==> src/rtl/csa_pkg.sv <==
// Shared definitions for the carry-save adder result path.
// Holds the result-accumulator FSM state encoding and the word widths
// produced by the upstream 8-bit three-operand carry-save adder.
package csa_pkg;

    // Result accumulator control states
    typedef enum logic [1:0] {
        IDLE  = 2'd0,
        ACCUM = 2'd1,
        HOLD  = 2'd2
    } state_t;

    // Adder operand width and width of its registered {carry, sum} result
    localparam int ADD_W  = 8;
    localparam int WORD_W = ADD_W + 1;

endpackage

==> src/rtl/csa_accum_reg.sv <==
// Running-total register bank for a burst of adder result words.
// Ports:
//   clk, rst      clock and synchronous active-high reset
//   clear         drop the running total, count and overflow flag
//   load_first    start a burst: acc=w, cnt=1, ovf=0
//   add           add w into the running total
//   w             9-bit adder result word {carry, sum}
//   acc/cnt/ovf   current running total, beat count, sticky wrap flag
//   acc_next/cnt_next/ovf_next  values after adding w, so the top can
//                 capture the final beat directly into its result registers
module csa_accum_reg
    import csa_pkg::*;
#(
    parameter int ACC_W = 16,
    parameter int CNT_W = 8
) (
    input  logic              clk,
    input  logic              rst,
    input  logic              clear,
    input  logic              load_first,
    input  logic              add,
    input  logic [WORD_W-1:0] w,
    output logic [ACC_W-1:0]  acc,
    output logic [CNT_W-1:0]  cnt,
    output logic              ovf,
    output logic [ACC_W-1:0]  acc_next,
    output logic [CNT_W-1:0]  cnt_next,
    output logic              ovf_next
);

    logic [ACC_W-1:0] w_wExt;
    logic [ACC_W:0]   w_sum;

    // Add with one extra bit so the carry out of the accumulator becomes
    // the sticky overflow; the beat count saturates rather than wrapping.
    always_comb begin
        w_wExt   = ACC_W'(w);
        w_sum    = {1'b0, acc} + {1'b0, w_wExt};
        acc_next = w_sum[ACC_W-1:0];
        ovf_next = ovf | w_sum[ACC_W];
        cnt_next = (&cnt) ? cnt : cnt + CNT_W'(1);
    end

    always_ff @(posedge clk) begin
        if (rst || clear) begin
            acc <= '0;
            cnt <= '0;
            ovf <= 1'b0;
        end else if (load_first) begin
            acc <= w_wExt;
            cnt <= CNT_W'(1);
            ovf <= 1'b0;
        end else if (add) begin
            acc <= acc_next;
            cnt <= cnt_next;
            ovf <= ovf_next;
        end
    end

endmodule

==> src/rtl/csa_result_accum.sv <==
// Downstream stage of the 8-bit three-operand carry-save adder.
// Accumulates a burst of registered adder words {carry, sum} into a wider
// total and presents total, beat count and overflow on a valid/ready port.
// Ports:
//   clk, rst                    clock and synchronous active-high reset
//   in_valid/in_ready           input beat handshake
//   in_sum, in_carry, in_last   adder result word and end-of-burst marker
//   out_valid/out_ready         result handshake
//   out_total, out_count, out_overflow  registered burst result
module csa_result_accum
    import csa_pkg::*;
#(
    parameter int ACC_W = 16,
    parameter int CNT_W = 8
) (
    input  logic             clk,
    input  logic             rst,
    input  logic             in_valid,
    input  logic [ADD_W-1:0] in_sum,
    input  logic             in_carry,
    input  logic             in_last,
    output logic             in_ready,
    output logic             out_valid,
    input  logic             out_ready,
    output logic [ACC_W-1:0] out_total,
    output logic [CNT_W-1:0] out_count,
    output logic             out_overflow
);

    state_t r_state;
    state_t w_nextState;

    logic [WORD_W-1:0] w_word;
    logic              w_accept;
    logic              w_clear;
    logic              w_loadFirst;
    logic              w_add;
    logic              w_loadOut;
    logic [ACC_W-1:0]  w_resTotal;
    logic [CNT_W-1:0]  w_resCount;
    logic              w_resOvf;

    logic [ACC_W-1:0]  w_acc;
    logic [CNT_W-1:0]  w_cnt;
    logic              w_ovf;
    logic [ACC_W-1:0]  w_accNext;
    logic [CNT_W-1:0]  w_cntNext;
    logic              w_ovfNext;

    // Ready depends only on registered state so it never loops back
    // through the downstream out_ready path.
    assign w_word    = {in_carry, in_sum};
    assign in_ready  = (r_state != HOLD);
    assign out_valid = (r_state == HOLD);
    assign w_accept  = in_valid && in_ready;

    csa_accum_reg #(
        .ACC_W (ACC_W),
        .CNT_W (CNT_W)
    ) u_accumReg (
        .clk        (clk),
        .rst        (rst),
        .clear      (w_clear),
        .load_first (w_loadFirst),
        .add        (w_add),
        .w          (w_word),
        .acc        (w_acc),
        .cnt        (w_cnt),
        .ovf        (w_ovf),
        .acc_next   (w_accNext),
        .cnt_next   (w_cntNext),
        .ovf_next   (w_ovfNext)
    );

    always_ff @(posedge clk) begin
        if (rst) begin
            r_state <= IDLE;
        end else begin
            r_state <= w_nextState;
        end
    end

    // A single-beat burst from IDLE bypasses the accumulator entirely; the
    // last beat of a longer burst is captured from the adder's next values
    // and the accumulator is cleared at the same edge.
    always_comb begin
        w_nextState = r_state;
        w_clear     = 1'b0;
        w_loadFirst = 1'b0;
        w_add       = 1'b0;
        w_loadOut   = 1'b0;
        w_resTotal  = w_accNext;
        w_resCount  = w_cntNext;
        w_resOvf    = w_ovfNext;
        unique case (r_state)
            IDLE: begin
                if (w_accept) begin
                    if (in_last) begin
                        w_loadOut   = 1'b1;
                        w_resTotal  = ACC_W'(w_word);
                        w_resCount  = CNT_W'(1);
                        w_resOvf    = 1'b0;
                        w_nextState = HOLD;
                    end else begin
                        w_loadFirst = 1'b1;
                        w_nextState = ACCUM;
                    end
                end
            end
            ACCUM: begin
                if (w_accept) begin
                    if (in_last) begin
                        w_loadOut   = 1'b1;
                        w_clear     = 1'b1;
                        w_nextState = HOLD;
                    end else begin
                        w_add = 1'b1;
                    end
                end
            end
            HOLD: begin
                if (out_ready) begin
                    w_clear     = 1'b1;
                    w_nextState = IDLE;
                end
            end
            default: begin
                w_clear     = 1'b1;
                w_nextState = IDLE;
            end
        endcase
    end

    // Result registers only change on the final beat, so they hold steady
    // for as long as the downstream stalls.
    always_ff @(posedge clk) begin
        if (rst) begin
            out_total    <= '0;
            out_count    <= '0;
            out_overflow <= 1'b0;
        end else if (w_loadOut) begin
            out_total    <= w_resTotal;
            out_count    <= w_resCount;
            out_overflow <= w_resOvf;
        end
    end

    // Accumulator state is only consulted through its next-value outputs.
    logic w_unusedState;
    assign w_unusedState = ^{w_acc, w_cnt, w_ovf};

endmodule

==> config.mk <==
export PLATFORM = sky130hd
export DESIGN_NAME = csa_result_accum
export DESIGN_NICKNAME = d
export VERILOG_FILES = /design/src/rtl/csa_pkg.sv /design/src/rtl/csa_accum_reg.sv /design/src/rtl/csa_result_accum.sv
export SDC_FILE = /design/constraint.sdc
export NUM_CORES = 1
export LEC_CHECK = 0
export ABC_AREA = 1
export BUFFER_PORTS_ARGS = -buffer_cell sky130_fd_sc_hd__buf_2
export CAP_MARGIN = 20
export CORE_ASPECT_RATIO = 1.2
export CORE_MARGIN = 3
export CORE_UTILIZATION = 40
export CTS_BUF_LIST = sky130_fd_sc_hd__clkbuf_16
export CTS_CLUSTER_SIZE = 16
export DETAILED_ROUTE_END_ITERATION = 16
export GPL_TIMING_DRIVEN = 0
export PLACE_DENSITY = 0.59
export SLEW_MARGIN = 25
export SYNTH_ARGS = -nofsm -noshare
export SYNTH_HDL_FRONTEND = slang
export SYNTH_SLANG_ARGS = --single-unit
==> constraint.sdc <==
create_clock -name clk -period 1.7 [get_ports clk]
set_input_delay 0.085 -clock clk [delete_from_list [all_inputs] [get_ports clk]]
set_output_delay 0.085 -clock clk [all_outputs]
set_load 0.03 [all_outputs]
==> run_results.csv, run 1 <==
group,metric,value,unit
outcome,status,"complete, no violations",
grt,grt_pass1_wl,13.1,mm
logic_synthesis,ys_async_sr_fraction,0,
timing,maxSlewViolCount,0,
grt,grt_usage,0.188,
final_layout,fillers,778,
route,drc,0,
logic_synthesis,synth-edff-count,0,
logic_synthesis,seq_area_frac_synth,0.344,
placed_design,place_congestion,0.863,
logic_synthesis,avgSynthCellArea,6.52,µm²
die,boundaryPins,41,
placed_design,numPortBuffers,40,
final_layout,nets,539,
critical_path,crit_required,1930,ps
clock_network,h-tree-depth,2,
clock_network,root_buffer,"clkbuf_16",
final_layout,finalInstanceArea,3690,µm²
critical_path,cp-end-kind,"register",
logic_synthesis,syn_nets,489,
critical_path,critical_path_class,"register to register",
timing,setup_viol,0,
route,firstDrtPassIters,4,
worst_hold_path,hp-class,"primary input to register",
clock_network,cts_buffers,5,
clock_network,cts_tree,"done",
route,dr_wl_met3,324,µm
final_layout,antennaDiodeCount,0,
logic_synthesis,netlist.area_leader.share,0.344,
logic_synthesis,synth_area,3020,µm²
final_layout,areaGrowthSynthToFinish,22.1,%
route,drt-met1-wl,3.76,mm
final_layout,utilization,0.504,
route,met2_length,3.81,mm
die,fp-row-count,34,
timing,slew_headroom,0.564,
logic_synthesis,synth_most_common_cell,"nand2_1",
clock_network,cts.path.max_buffers,2,
die,die_h,101,µm
die,start_util,0.413,
logic_synthesis,synthTopCellsByCount,"nand2_1, inv_1, dfxtp_1",
critical_path,cp_max_fo,3,
clock_network,cts_hold_buf,0,
timing,worstMarginPinSlew,655,ps
final_layout,drive_above_1_share,0.217,
timing,setup-tns-final,0,ps
logic_synthesis,yosys_warnings,0,
route,postRouteAntennaNets,0,
die,die_area,8640,µm²
route,highest_layer,"met4",
clock_network,clk_pin_slew,80,ps
route,wl_per_cell,13.2,µm
critical_path,cp-start-kind,"register",
logic_synthesis,synthTopCellsByArea,"dfxtp_1, nand2_1, inv_1, a21oi_1, nand3_1",
route,vias,2965,
timing,hold_viol_final,0,
logic_synthesis,synth-main-ff-cell,"dfxtp_1",
route,avgViaCountPerCell,4.90,
route,routed_wl,7.98,mm
flow_run,max-cap-violations,0,
grt,grt_pass1_vias,2771,
grt,gr-total-overflow,0,
clock_network,clock_sinks,52,
die,core,7320,µm²
placed_design,dp_hpwl,5.91,mm
logic_synthesis,synth_top_area_cell,"dfxtp_1",
grt,antenna_found_initial,0,
placed_design,placed_cell_area,3340,µm²
timing,clock.fmax,593,MHz
timing,fin_worst_skew,8.57,ps
timing,fin_crit,1690,ps
timing,rsz0062_at_grt,"true",
pwr,finalPower,2.75,mW
clock_network,clock_latency,290,ps
pwr,leakagePower,1.82,nW
pwr,ir_worst_vdd,0.476,mV
die,die_x,85.4,µm
logic_synthesis,synth_cell_types,33,
timing,min_period_over_period,0.992,
route,drtIter0Drc,146,
critical_path,worstPathArrival,1910,ps
grt,grt_max_degree,17,
pwr,powerDensity,746,nW/µm²
logic_synthesis,netlist_instances,464,
logic_synthesis,ys_seq_elements,52,
==> report_power, final <==
group          internal, mW  switching, mW  leakage, nW  total [mW]
clock                 0.545          0.481       0.0712        1.03
sequential             1.25         0.0303        0.423        1.28
combinational         0.155          0.288         1.33       0.442
==> layer usage <==
layer,vias to the layer above,track usage
li1,1552,-
met1,1346,0.241
met2,61,0.331
met3,6,0.0301
met4,0,0.0414
met5,-,0
==> through the flow <==
step | instances | hold slack [ps] | setup WS [ps]
after floorplan | 464 | 154 | 32.3
after global placement | 594 | 331 | -160
after detailed placement | 594 | 338 | -163
after CTS | 603 | 32.0 | -26.2
after global routing | 605 | 40.7 | -69.4
final | 605 | 29.2 | 14.4
==> repair_timing <==
action,in CTS,in global routing
pin swaps,3,5
resized for setup,13,27
setup buffers,1,2
setup endpoints to repair,15,32
==> state kept, by name, summed over array words and instances, names as in the netlist <==
| name | count |
|---|---|
| out_total | 16 |
| u_accumReg.acc | 16 |
| out_count | 8 |
| u_accumReg.cnt | 8 |
| r_state | 2 |
| out_overflow | 1 |
| u_accumReg.ovf | 1 |
==> kinds of logic after synthesis <==
family                   share of synthesized area
flip-flops                                   0.344
adder cells (fa/ha/maj)                     0.0480
XOR/XNOR                                    0.0261
buffers and inverters                        0.119
AND/OR/NAND/NOR                              0.321
AO/OA/AOI/OAI                                0.142
==> cell usage in the layout (no fill, tap or decap), drive strengths merged, types with 8 or more instances in the layout <==
cell type,netlist,layout
a31oi,8,8
o21ai,28,28
xor2,8,8
dfxtp,52,52
nand3,28,28
buf,6,49
ha,10,10
inv,79,80
a21oi,39,39
nor2,26,26
clkbuf,3,8
nand2,159,159
==> final timing paths <==
check,startpoint,endpoint,slack [ps],cells after the start
max,u_accumReg.acc[0],u_accumReg.acc[8],10,8
min,rst,out_total[4],30,2
min reg2reg,out_count[5],out_count[5],460,2
max reg2reg,u_accumReg.acc[0],u_accumReg.acc[8],10,8
==> layout make-up <==
| cell class | count | area [µm²] | share of cell area |
|---|---|---|---|
| Buffer | 9 | 52.6 | 0.0142 |
| Inverter | 81 | 307 | 0.0831 |
| Sequential cell | 52 | 1050 | 0.283 |
| Tap cell | 90 | 113 | 0.0305 |
| Multi-Input combinational cell | 322 | 1810 | 0.489 |
| Clock buffer | 5 | 125 | 0.0339 |
| Clock inverter | 3 | 20.0 | 0.00542 |
| Timing Repair Buffer | 43 | 223 | 0.0603 |
==> critical path, cell delays in order (launching register included) <==
cell	delay, ps
dfxtp_2	340
ha_4	160
fa_2	370
nand3_2	110
nand3_4	90
a21oi_2	140
xor2_1	210
nand2_1	90
a21oi_2	120
(Power assumes the default switching activity.)
==> run 2: changes to the inputs <==
BUFFER_PORTS_ARGS = not set   (was -buffer_cell sky130_fd_sc_hd__buf_2)
CORE_MARGIN = not set   (was 3)
DONT_BUFFER_PORTS = 1   (was not set)
PLACE_DENSITY = 0.54   (was 0.59)
==> run_results.csv, run 2 (synthesis gave the netlist of run 1 again) <==
group,metric,value,unit
die,die_area,7910,µm²
critical_path,cp-end-kind,"register",
critical_path,cp_max_fo,3,
placed_design,preCtsSetupSlack,-178,ps
placed_design,dp_hpwl,5.93,mm
timing,hold_viol_final,0,
critical_path,cp_cell_sequence,"ha_4, fa_2, nand3_2, nand3_4, a21oi_2, xor2_1, nand2_1, a21oi_1",
die,fp-row-count,34,
critical_path,cp.depth,8,
critical_path,r2r_cells,8,
worst_hold_path,hp-class,"primary input to register",
timing,fin_worst_skew,2.43,ps
critical_path,crit_required,1920,ps
placed_design,place_congestion,0.926,
route,postRouteAntennaNets,0,
die,die_x,81.4,µm
grt,grt_pass1_wl,12.8,mm
route,drtIter0Drc,103,
timing,setup_ws,31.8,ps
final_layout,top_regs,"out_total (16), u_accumReg.acc (16)",
route,vias,2851,
grt,grt_pass1_vias,2624,
clock_network,h-tree-depth,2,
route,routed_wl,7.96,mm
timing,slew_headroom,0.603,
grt,grt_usage,0.209,
clock_network,cts_buffers,5,
critical_path,cp-start-kind,"register",
final_layout,fillers,768,
final_layout,nets,503,
placed_design,placed_cell_area,3140,µm²
flow_run,max-cap-violations,0,
critical_path,critical_path_class,"register to register",
critical_path,crit_path_top_delay_cell,"fa_2",
route,wl_per_cell,14.0,µm
critical_path,worstPathArrival,1890,ps
die,core,7270,µm²
timing,worstMarginPinSlew,593,ps
timing,rsz0062_at_grt,"true",
die,boundaryPins,41,
timing,fin_crit,1670,ps
timing,setup-tns-final,0,ps
timing,clock.fmax,599,MHz
grt,gr-total-overflow,0,
die,die_h,97.3,µm
critical_path,crit_path_max_incr_delay,360,ps
die,start_util,0.416,
timing,maxSlewViolCount,0,
final_layout,finalInstanceArea,3520,µm²
final_layout,final_common_cell,"nand2_1",
final_layout,areaGrowthSynthToFinish,16.3,%
pwr,ir_worst_vdd,0.398,mV
grt,grt_max_degree,17,
pwr,leakagePower,1.64,nW
clock_network,clock_sinks,52,
worst_hold_path,whs_path_depth,2,
route,drc,0,
outcome,status,"complete, no violations",
pwr,finalPower,2.72,mW
clock_network,clk_pin_slew,70,ps
final_layout,multiInputGateArea,1790,µm²
final_layout,utilization,0.483,
final_layout,drive_above_1_share,0.132,
final_layout,final_cell_mix,"nand2_1, inv_1, dfxtp_1",
clock_network,cts.path.max_buffers,2,
placed_design,numPortBuffers,0,
final_layout,final-seq-area,1040,µm²
route,firstDrtPassIters,5,
critical_path,critPathBufInv,0,
timing,min_period_over_period,0.981,
clock_network,cts_tree,"done",
clock_network,clock_latency,290,ps
critical_path,crit_family,"adder cells",
grt,antenna_found_initial,0,
final_layout,antennaDiodeCount,0,
clock_network,root_buffer,"clkbuf_16",
timing,setup_viol,0,
pwr,powerDensity,772,nW/µm²
route,avgViaCountPerCell,5.01,
[run 2: cell types whose count changed in the layout (fill, tap and decap cells not counted), moves of 2 or more]
cell,delta
buf_2,-40
nand2_2,-3
a21oi_2,-3
dlygate4sd3_1,+4
inv_2,-2
inv_1,+2
a21oi_1,+4
nand2_1,+2
[run 2: area by class of cell]
| class | count | share of cell area |
|---|---|---|
| buffer | 9 | 0.0149 |
| clock buffer | 5 | 0.0356 |
| clock inverter | 3 | 0.00569 |
| inverter | 81 | 0.0872 |
| multi-input combinational | 322 | 0.510 |
| sequential | 52 | 0.297 |
| tap | 90 | 0.0320 |
| timing repair buffer | 7 | 0.0178 |
[run 2: metrics by stage]
| step | cells | hold WS [ps] |
|---|---|---|
| floorplan | 464 | 154 |
| global placement | 554 | 156 |
| detailed placement | 554 | 157 |
| CTS | 568 | 10.0 |
| global route | 569 | 18.1 |
| finish | 569 | 9.88 |
[run 2: power breakdown]
group          internal [mW]  leakage, nW  switching, mW
Combinational          0.141         1.15          0.239
Sequential              1.25        0.423         0.0608
Clock                  0.545       0.0712          0.476
Total                   1.94         1.64          0.776
[run 2: worst paths after layout]
| path | slack [ps] | from | end |
|---|---|---|---|
| worst max-delay path | 30 | u_accumReg.acc[0] | u_accumReg.acc[8] |
| worst min-delay path | 10 | out_ready | r_state[1] |
| worst max register to register | 30 | u_accumReg.acc[0] | u_accumReg.acc[8] |
| worst min register to register | 510 | u_accumReg.acc[2] | u_accumReg.acc[2] |
[run 2: timing repair]
| item | CTS | global route |
|---|---|---|
| setup endpoints to repair | 17 | 33 |
| setup buffers | 2 | 1 |
| hold buffers | 4 | 0 |
| hold endpoints to repair | 5 | 0 |
| pin swaps | 4 | 10 |
| resized for setup | 10 | 20 |
[run 2: metal layers]
metal | up-vias | GRT usage | share of wire
li1 | 1480 | - | -
met1 | 1308 | 0.274 | 0.46
met2 | 57 | 0.354 | 0.49
met3 | 6 | 0.0282 | 0.043
met4 | 0 | 0.0453 | 0.011
met5 | - | 0 | 0
